$ cat config.mk
export PLATFORM = sky130hd
export DESIGN_NAME = led_frame_capture
export DESIGN_NICKNAME = d
export VERILOG_FILES = /design/src/rtl/pipeline_types.sv /design/src/rtl/pixel_bit_assembler.sv /design/src/rtl/led_frame_capture.sv
export SDC_FILE = /design/constraint.sdc
export NUM_CORES = 1
export LEC_CHECK = 0
export ABC_AREA = 1
export CORE_ASPECT_RATIO = 1.75
export CORE_MARGIN = 2
export CORE_UTILIZATION = 48
export CTS_CLUSTER_SIZE = 20
export DETAILED_ROUTE_END_ITERATION = 7
export PLACE_DENSITY = 0.86
export SETUP_SLACK_MARGIN = 0.4
export SYNTH_ARGS = -nofsm -noshare
export SYNTH_HDL_FRONTEND = slang
export SYNTH_SLANG_ARGS = --single-unit
export TNS_END_PERCENT = 1
$ cat constraint.sdc
create_clock -name i_clk -period 1.3 [get_ports i_clk]
set_input_delay 0.13 -clock i_clk [delete_from_list [all_inputs] [get_ports i_clk]]
set_output_delay 0.13 -clock i_clk [all_outputs]
set_load 0.02 [all_outputs]
$ cat src/rtl/pipeline_types.sv
// Shared decode-pipeline types: bit-decoder output record and capture-stage state encoding.
package pipeline_types;

   typedef struct packed {
      logic valid;
      logic decode_bit;
      logic treset;
   } shift_reg_input_t;

   typedef enum logic [0:0] {
      CAP_CAPTURE  = 1'b0,
      CAP_PASSTHRU = 1'b1
   } capture_state_t;

   localparam int MAX_BITS_PER_PIXEL = 32;

endpackage

$ cat src/rtl/pixel_bit_assembler.sv
// Serial-to-parallel assembler for one pixel word; word/word_done show the value including
// the bit being shifted this cycle so the caller can latch on the same edge.
module pixel_bit_assembler
   import pipeline_types::*;
#(
   parameter int BITS_PER_PIXEL = 24,
   parameter bit MSB_FIRST      = 1'b1
) (
   input  logic                      i_clk,
   input  logic                      i_reset_n,
   input  logic                      shift_en,
   input  logic                      bit_in,
   input  logic                      clear,
   output logic [BITS_PER_PIXEL-1:0] word,
   output logic                      word_done,
   output logic                      partial
);

   localparam int BW = $clog2(BITS_PER_PIXEL);

   logic [BITS_PER_PIXEL-1:0] shift_r;
   logic [BITS_PER_PIXEL-1:0] shift_s;
   logic [BW-1:0]             bit_cnt_r;

   // Shift contents with the incoming bit applied
   always_comb begin
      shift_s = shift_r;
      if (MSB_FIRST) begin
         shift_s = {shift_r[BITS_PER_PIXEL-2:0], bit_in};
      end else begin
         shift_s = {bit_in, shift_r[BITS_PER_PIXEL-1:1]};
      end
   end

   assign word      = shift_s;
   assign word_done = shift_en && !clear && (bit_cnt_r == BW'(BITS_PER_PIXEL - 1));
   assign partial   = (bit_cnt_r != {BW{1'b0}});

   // Shift register and bit counter; clear has priority over a simultaneous shift
   always_ff @(posedge i_clk or negedge i_reset_n) begin
      if (!i_reset_n) begin
         shift_r   <= {BITS_PER_PIXEL{1'b0}};
         bit_cnt_r <= {BW{1'b0}};
      end else if (clear) begin
         shift_r   <= {BITS_PER_PIXEL{1'b0}};
         bit_cnt_r <= {BW{1'b0}};
      end else if (shift_en) begin
         shift_r   <= shift_s;
         bit_cnt_r <= word_done ? {BW{1'b0}} : (bit_cnt_r + BW'(1));
      end
   end

endmodule

$ cat src/rtl/led_frame_capture.sv
// Captures NUM_PIXELS decoded words into a holding register, then passes the stream
// through until the next treset.
module led_frame_capture
   import pipeline_types::*;
#(
   parameter int BITS_PER_PIXEL = 24,
   parameter int NUM_PIXELS     = 1,
   parameter bit MSB_FIRST      = 1'b1,
   localparam int CW            = (NUM_PIXELS > 1) ? $clog2(NUM_PIXELS) : 1
) (
   input  logic                                 i_clk,
   input  logic                                 i_reset_n,
   input  shift_reg_input_t                     i_shift_reg,
   output logic [NUM_PIXELS*BITS_PER_PIXEL-1:0] o_pixel_data,
   output logic                                 o_pixel_valid,
   output logic [CW-1:0]                        o_pixel_index,
   output logic                                 o_frame_done,
   output logic                                 o_passthru_en,
   output logic                                 o_short_frame
);

   localparam int          BPP      = BITS_PER_PIXEL;
   localparam int          DW       = NUM_PIXELS * BITS_PER_PIXEL;
   localparam logic [CW-1:0] LAST_PIX = CW'(NUM_PIXELS - 1);

   capture_state_t state_r, state_s;
   logic [CW-1:0]  pix_cnt_r, pix_cnt_s;
   logic [CW-1:0]  pixel_index_r, pixel_index_s;
   logic [DW-1:0]  pixel_data_r, pixel_data_s;
   logic           pixel_valid_r, pixel_valid_s;
   logic           frame_done_r, frame_done_s;
   logic           short_frame_r, short_frame_s;
   logic           passthru_en_r;
   logic [BPP-1:0] word_s;
   logic           word_done_s;
   logic           partial_s;
   logic           shift_en_s;

   assign shift_en_s = i_shift_reg.valid && (state_r == CAP_CAPTURE);

   pixel_bit_assembler #(
      .BITS_PER_PIXEL (BITS_PER_PIXEL),
      .MSB_FIRST      (MSB_FIRST)
   ) u_assembler (
      .i_clk     (i_clk),
      .i_reset_n (i_reset_n),
      .shift_en  (shift_en_s),
      .bit_in    (i_shift_reg.decode_bit),
      .clear     (i_shift_reg.treset),
      .word      (word_s),
      .word_done (word_done_s),
      .partial   (partial_s)
   );

   // FSM next state, pixel counter and pulse decode
   always_comb begin
      state_s       = state_r;
      pix_cnt_s     = pix_cnt_r;
      pixel_index_s = pixel_index_r;
      pixel_valid_s = 1'b0;
      frame_done_s  = 1'b0;
      short_frame_s = 1'b0;
      case (state_r)
         CAP_CAPTURE: begin
            if (i_shift_reg.treset) begin
               pix_cnt_s     = {CW{1'b0}};
               short_frame_s = partial_s || (pix_cnt_r != {CW{1'b0}});
            end else if (word_done_s) begin
               pixel_valid_s = 1'b1;
               pixel_index_s = pix_cnt_r;
               if (pix_cnt_r == LAST_PIX) begin
                  frame_done_s = 1'b1;
                  pix_cnt_s    = {CW{1'b0}};
                  state_s      = CAP_PASSTHRU;
               end else begin
                  pix_cnt_s = pix_cnt_r + CW'(1);
               end
            end else begin
               pix_cnt_s = pix_cnt_r;
            end
         end
         CAP_PASSTHRU: begin
            if (i_shift_reg.treset) begin
               state_s   = CAP_CAPTURE;
               pix_cnt_s = {CW{1'b0}};
            end else begin
               state_s = CAP_PASSTHRU;
            end
         end
         default: begin
            state_s   = CAP_CAPTURE;
            pix_cnt_s = {CW{1'b0}};
         end
      endcase
   end

   // Holding array: only the slot addressed by pix_cnt takes a completed word
   always_comb begin
      pixel_data_s = pixel_data_r;
      for (int k = 0; k < NUM_PIXELS; k++) begin
         if (word_done_s && (pix_cnt_r == CW'(k))) begin
            pixel_data_s[k*BPP +: BPP] = word_s;
         end else begin
            pixel_data_s[k*BPP +: BPP] = pixel_data_r[k*BPP +: BPP];
         end
      end
   end

   // State register
   always_ff @(posedge i_clk or negedge i_reset_n) begin
      if (!i_reset_n) begin
         state_r <= CAP_CAPTURE;
      end else begin
         state_r <= state_s;
      end
   end

   // Counter, holding array and registered outputs
   always_ff @(posedge i_clk or negedge i_reset_n) begin
      if (!i_reset_n) begin
         pix_cnt_r     <= {CW{1'b0}};
         pixel_index_r <= {CW{1'b0}};
         pixel_data_r  <= {DW{1'b0}};
         pixel_valid_r <= 1'b0;
         frame_done_r  <= 1'b0;
         short_frame_r <= 1'b0;
         passthru_en_r <= 1'b0;
      end else begin
         pix_cnt_r     <= pix_cnt_s;
         pixel_index_r <= pixel_index_s;
         pixel_data_r  <= pixel_data_s;
         pixel_valid_r <= pixel_valid_s;
         frame_done_r  <= frame_done_s;
         short_frame_r <= short_frame_s;
         passthru_en_r <= (state_s == CAP_PASSTHRU);
      end
   end

   assign o_pixel_data  = pixel_data_r;
   assign o_pixel_valid = pixel_valid_r;
   assign o_pixel_index = pixel_index_r;
   assign o_frame_done  = frame_done_r;
   assign o_passthru_en = passthru_en_r;
   assign o_short_frame = short_frame_r;

endmodule
==> impl_metrics.ini, run 1 <==
[placed_design]
io_buffers = 32
globalplace.congestion = 0.747
hpwl_um = 2620

[setup_path]
worstSetupEndpoint = o_pixel_data[16]
crit_start = u_assembler.bit_cnt_r[1]
max_stage_delay_ns = 0.35
crit_family = simple AND/OR/NAND/NOR gates
startpoint_type = flip-flop
cpMostUsedCell = nand2_2
rr_worst_depth = 7
r2r_end = o_pixel_data[16]
cp.depth = 7
critPathBufInv = 1
crit_fanout = 24
reg2reg_slack_ns = 0.04
crit_slowest_cell = dfrtp_1
arrival_ns = 1.45
crit_required_ns = 1.49
reg2reg_from = u_assembler.bit_cnt_r[1]
critPathKind = flip-flop to flip-flop
path_cells = ha_2 -> nand2_2 -> nor2_4 -> nand2_4 -> buf_12 -> nand2_2 -> o21ai_2
endpoint_kind = flip-flop

[grt]
use_met1_pct = 18.4
grt_pass1_vias = 1521
antenna_found_initial = 0
met3_usage_pct = 3.26
grt_pass1_wl_um = 6710
grt_use_total_pct = 16.0
grt_busiest_layer = met2
grt-ovfl-total = 0
grt_max_degree = 56
met2_usage_pct = 28.4

[power_and_ir_drop]
peakVddDrop_v = 0.000822
power_density_nw_per_um2 = 1030
p_leak_uw = 0.00140
finalPower_uw = 2940

[final_layout]
areaGrowthSynthToFinish_pct = 23.7
antenna_cells = 0
fin_nets = 255
drive_gt1_share_pct = 35.9
fin_util_pct = 61.0

[worst_hold_path]
hold_class = input port to asynchronous set/reset pin

[timing]
rsz0062_at_grt = true
clock_skew_ns = 0.00905
fmax_mhz = 792
post-route-period-util_pct = 97.1
slew_violations = 0
fin_crit_ns = 1.26
setup_viol = 0
finalHoldViolations = 0

[synth]
yosysSeqAreaShare_pct = 59.8
avgSynthCellArea_um2 = 11.1
syn_inst = 208
mappedNetlistArea_um2 = 2300
yosys_register_bits = 55
synth_warnings = 0
syn-num-nets = 215
synth_cell_type_count = 19

[floorplan]
die_area_um2 = 5380
row_count = 33
core-area_um2 = 4670
initial_utilization_pct = 49.3
die_h_um = 95.6
top_level_ports = 34
dieWidth_um = 56.3

[cts]
tritoncts = done
clock_latency_ns = 0.30
cts_post_setup_buffers_inserted = 0
clk_pin_slew_ns = 0.08
cts_made_buffers = 5
h-tree-depth = 2
clockBufferDepth = 2
cts_sinks = 55
cts-root-buf = clkbuf_8

[detailed_routing]
drcViolationCount = 0
wl_per_cell_um = 12.8
wl_um = 3830
vias = 1520
via_per_inst = 5.07
drtAntennaViolNets = 0
dr.first_iter.drc_count = 23
firstDrtPassIters = 4

[run]
drv_cap = 0

[outcome]
status = finished, final reports clean
## stage by stage
step	setup WS [ns]	instance area (um^2)	hold WS [ns]	std cells	setup TNS (ns)
2_1_floorplan	0.0908	2300	-0.166	208	0
3_3_place_gp	-0.0401	2740	0.146	292	-1.29
3_5_place_dp	-0.0777	2740	0.149	292	-2.89
4_1_cts	0.0257	2820	0.358	300	0
5_1_grt	-0.0252	2840	0.376	300	-0.243
6_report	0.0378	2840	0.343	300	0
## per-layer routing
metal	vias up	wire (um)
met2	26	2020
met4	0	69
met1	745	1630
met3	4	107
met5	-	0
li1	745	-
## registers in the layout (all words and copies together), names as in the netlist
register,count
o_frame_done,1
o_pixel_data,24
o_passthru_en,1
u_assembler.bit_cnt_r,5
o_short_frame,1
u_assembler.shift_r,23
## cells in the final DEF (no fill, tap or decap), types with 3 or more instances in the layout
cell type and instances:
buf_12 5, buf_4 6, buf_6 7, clkbuf_8 5, clkdlybuf4s50_1 3, dfrtp_1 54, dlygate4sd2_1 18, inv_1 27
inv_2 5, nand2_1 21, nand2_2 25, nand3_1 3, o21ai_2 25, o22ai_1 23
## cells in the mapped netlist
cell type | number | share of area, %
nand2_2 | 25 | 6.8
inv_2 | 4 | 0.65
nand2_1 | 21 | 3.4
o21ai_2 | 25 | 9.5
nand3_1 | 3 | 0.65
nor3_1 | 2 | 0.44
dfrtp_1 | 55 | 60
o22ai_1 | 23 | 6.3
nor2_1 | 3 | 0.49
nand2_4 | 1 | 0.49
conb_1 | 1 | 0.16
inv_1 | 28 | 4.6
nor2_4 | 2 | 0.98
xor2_1 | 1 | 0.38
nand4_1 | 1 | 0.27
buf_2 | 4 | 0.87
buf_6 | 5 | 2.4
buf_4 | 2 | 0.65
ha_1 | 2 | 1.1
## timing repair
item,4_1_cts,5_1_grt
endpoints found under the setup margin,83,83
resized for setup,28,44
hold endpoints to repair,55,0
hold buffers,1,0
pin swaps,0,2
## cell type report
class / instances / area, um^2
Fill cell: 379 / 1820
Sequential cell: 55 / 1380
Multi-Input combinational cell: 110 / 727
Timing Repair Buffer: 44 / 452
Inverter: 32 / 120
Clock buffer: 6 / 72.6
Tap cell: 52 / 65.1
Clock inverter: 1 / 30.0
## cell families after synthesis
kind of cell | after synthesis | synth area share, %
AOI/OAI and AO/OA | 48 | 15.8
other | 1 | 0.163
and+or+nand+nor | 58 | 13.5
adders and majority gates | 2 | 1.09
buffers and inverters | 43 | 9.19
DFF | 55 | 59.8
xor gates and xnor gates | 1 | 0.381
## report_power, final
part,internal (uW),switching (uW)
Sequential,1720,5.55
Combinational,65.1,104
Clock,564,478
Total,2350,588
## worst reg2reg max path: stages (launching register included)
cell and delay (ns):
dfrtp_1 0.35, ha_2 0.20, nand2_2 0.08, nor2_4 0.13, nand2_4 0.09, buf_12 0.17
nand2_2 0.08, o21ai_2 0.05
## how the worst min path moves through the flow
| stage | to | depth (start not counted) | startpoint | slack (ns) |
|---|---|---|---|---|
| 2_1_floorplan | o_frame_done | 0 | i_reset_n | -0.17 |
| 3_3_place_gp | u_assembler.bit_cnt_r[3] | 2 | i_reset_n | 0.15 |
| 3_5_place_dp | u_assembler.bit_cnt_r[0] | 2 | i_reset_n | 0.15 |
| 4_1_cts | u_assembler.bit_cnt_r[0] | 3 | i_reset_n | 0.36 |
| 5_1_grt | u_assembler.bit_cnt_r[0] | 3 | i_reset_n | 0.38 |
| 6_report | o_pixel_data[4] | 3 | i_reset_n | 0.34 |
Note: power is estimated with default switching activity, not from simulation.
==> run 2, diff against run 1 <==
PLACE_DENSITY = 0.85   (was 0.86)
SYNTH_HIERARCHICAL = 1   (was default)
==> impl_metrics.ini, run 2 <==
[grt]
grt_max_degree = 56
grt_pass1_vias = 1781
grt_use_total_pct = 18.6
grt_pass1_wl_um = 7980
antenna_found_initial = 0
grt-ovfl-total = 0

[final_layout]
fin_nets = 299
areaGrowthSynthToFinish_pct = 39.5
mostFrequentLayoutCells = 58 x nand2_1, 54 x dfrtp_1, 29 x nand2_2, 29 x buf_6, 28 x inv_1
drive_gt1_share_pct = 46.1
antenna_cells = 0
stdcell_area_um2 = 3340
fin_cells = 347
n_fill_cell = 337
largest_reg_flops = 24
layout_commonest_cell = nand2_1

[cts]
cts_made_buffers = 5
cts-root-buf = clkbuf_8
h-tree-depth = 2
clock_latency_ns = 0.30
clockBufferDepth = 2
cts_sinks = 55
clk_pin_slew_ns = 0.10
tritoncts = done

[timing]
slew_violations = 0
rsz0062_at_grt = true
fin_crit_ns = 1.42
final.setup.tns_ns = -1.82
finalHoldViolations = 0
setup_viol = 24
fmax_mhz = 706
setup_slack_ns = -0.116
clock_skew_ns = 0.00798
post-route-period-util_pct = 109

[placed_design]
placed_cells = 326
io_buffers = 32
globalplace.congestion = 0.900
place_area_um2 = 2850
hpwl_um = 2950

[synth]
netlist_top_cells_count = 80 x nand2_1, 55 x dfrtp_1, 31 x inv_1, 20 x o22ai_2, 8 x o21ai_0
yosys_register_bits = 55
synth_top_cell_by_area = dfrtp_1
mappedNetlistArea_um2 = 2390
avgSynthCellArea_um2 = 10.3
ys.flop_type = dfrtp_1
yosysSeqAreaShare_pct = 57.5
synthAdderAreaFrac_pct = 1.05
synthMuxAreaShare_pct = 0
syn_inst = 233
async_flop_share_pct = 100
synthSimpleGateAreaFrac_pct = 17.2
syn-num-nets = 240
synth-edff-count = 0
ys_top_cells_by_area = dfrtp_1 58%, nand2_1 13%, o22ai_2 10%
synth_xor_area_share_pct = 0.366
synth_top_area_share_pct = 57.5
synth_warnings = 6
synth_top_family_by_area = simple AND/OR/NAND/NOR gates
synth_most_common_cell = nand2_1
synth_cell_type_count = 20
synth_compound_area_share_pct = 12.7

[detailed_routing]
via_per_inst = 5.19
drcViolationCount = 0
wl_per_cell_um = 15.3
drtAntennaViolNets = 0
wl_um = 5330
firstDrtPassIters = 4
dr.first_iter.drc_count = 53
vias = 1801

[outcome]
violations = setup timing
status = finished with violations

[floorplan]
core-area_um2 = 4890
top_level_ports = 34
initial_utilization_pct = 48.9
dieWidth_um = 57.4
die_h_um = 97.4
die_area_um2 = 5590
row_count = 34

[setup_path]
crit_fanout = 5
max_stage_delay_ns = 0.37
path_cells = ha_2 -> nand2_2 -> inv_2 -> nand2_2 -> nor2_4 -> buf_12 -> clkbuf_16 -> nand2_1 -> nand2_1
critPathKind = flip-flop to flip-flop
crit_slowest_cell = dfrtp_1
crit_required_ns = 1.55
startpoint_type = flip-flop
arrival_ns = 1.67
endpoint_kind = flip-flop

[power_and_ir_drop]
power_density_nw_per_um2 = 988
p_leak_uw = 0.00159
peakVddDrop_v = 0.000992

[run]
drv_cap = 0

[worst_hold_path]
hold_class = input port to asynchronous set/reset pin
-- run 2: final cells by class --
cell class              count  area [um^2]  area share, %
clock buffers               6         72.6           2.17
clock inverters             2         60.1           1.80
repair buffers             63          707           21.2
inverters                  35          144           4.31
well taps                  54         67.6           2.02
multi-input cells         131          897           26.9
repair inverters            1         11.3          0.337
flip-flops and latches     55         1380           41.3
-- run 2: critical path, delay by kind of cell (launching register included) --
kind	cells	cell delay, ns
flops	1	0.37
simple gates	5	0.44
fa+ha+maj	1	0.19
buf+inv	3	0.37
-- run 2: cells by family after synthesis --
| kind of cell | count (synthesis) |
|---|---|
| flops | 55 |
| xor+xnor | 1 |
| simple gates | 97 |
| fa+ha+maj | 2 |
| other cells | 1 |
| compound gates | 30 |
| buf+inv | 47 |
-- run 2: final timing paths --
check	start	endpoint	slack, ns	cells after the start
setup / recovery	u_assembler/bit_cnt_r[1]	o_pixel_data[16]	-0.12	9
hold / removal	i_reset_n	o_pixel_data[2]	0.35	3
setup reg to reg	u_assembler/bit_cnt_r[1]	o_pixel_data[16]	-0.12	9
hold reg to reg	o_pixel_data[22]	o_pixel_data[22]	0.48	2
max in group asynchronous	i_reset_n	o_passthru_en	0.70	3
min in group i_clk	o_pixel_data[22]	o_pixel_data[22]	0.48	2
-- run 2: power by group --
group | total [uW] | switching, uW | internal, uW
registers | 1730 | 8.54 | 1720
clock network | 1320 | 546 | 770
logic | 249 | 144 | 105
total | 3300 | 699 | 2600
-- run 2: repair_timing --
| item | in CTS | in global routing |
|---|---|---|
| hold endpoints to repair | 55 | 0 |
| gates resized for setup | 106 | 109 |
| setup endpoints to repair | 83 | 83 |
| buffers inserted | 7 | 2 |
| hold buffers | 1 | 0 |
| gates cloned | 2 | 1 |
| pin swaps | 19 | 25 |
-- run 2: metal layers --
metal / routed length, um / global-route usage (%) / vias to the layer above
li1: - / - / 834
met1: 1900 / 20.6 / 889
met2: 3010 / 32.9 / 59
met3: 221 / 3.46 / 19
met4: 191 / 9.12 / 0
met5: 0 / 0 / -
-- run 2: metrics by stage --
stage          power [uW]  util (%)  hold slack (ns)  setup WS [ns]
4_1_cts              3270      64.4            0.344        -0.0203
3_3_place_gp         1960      58.2            0.145         -0.264
3_5_place_dp         1960      58.2            0.148         -0.306
6_report             3300      68.2            0.350         -0.116
2_1_floorplan        1870         -           -0.166         -0.296
5_1_grt              3420      68.2            0.361         -0.209
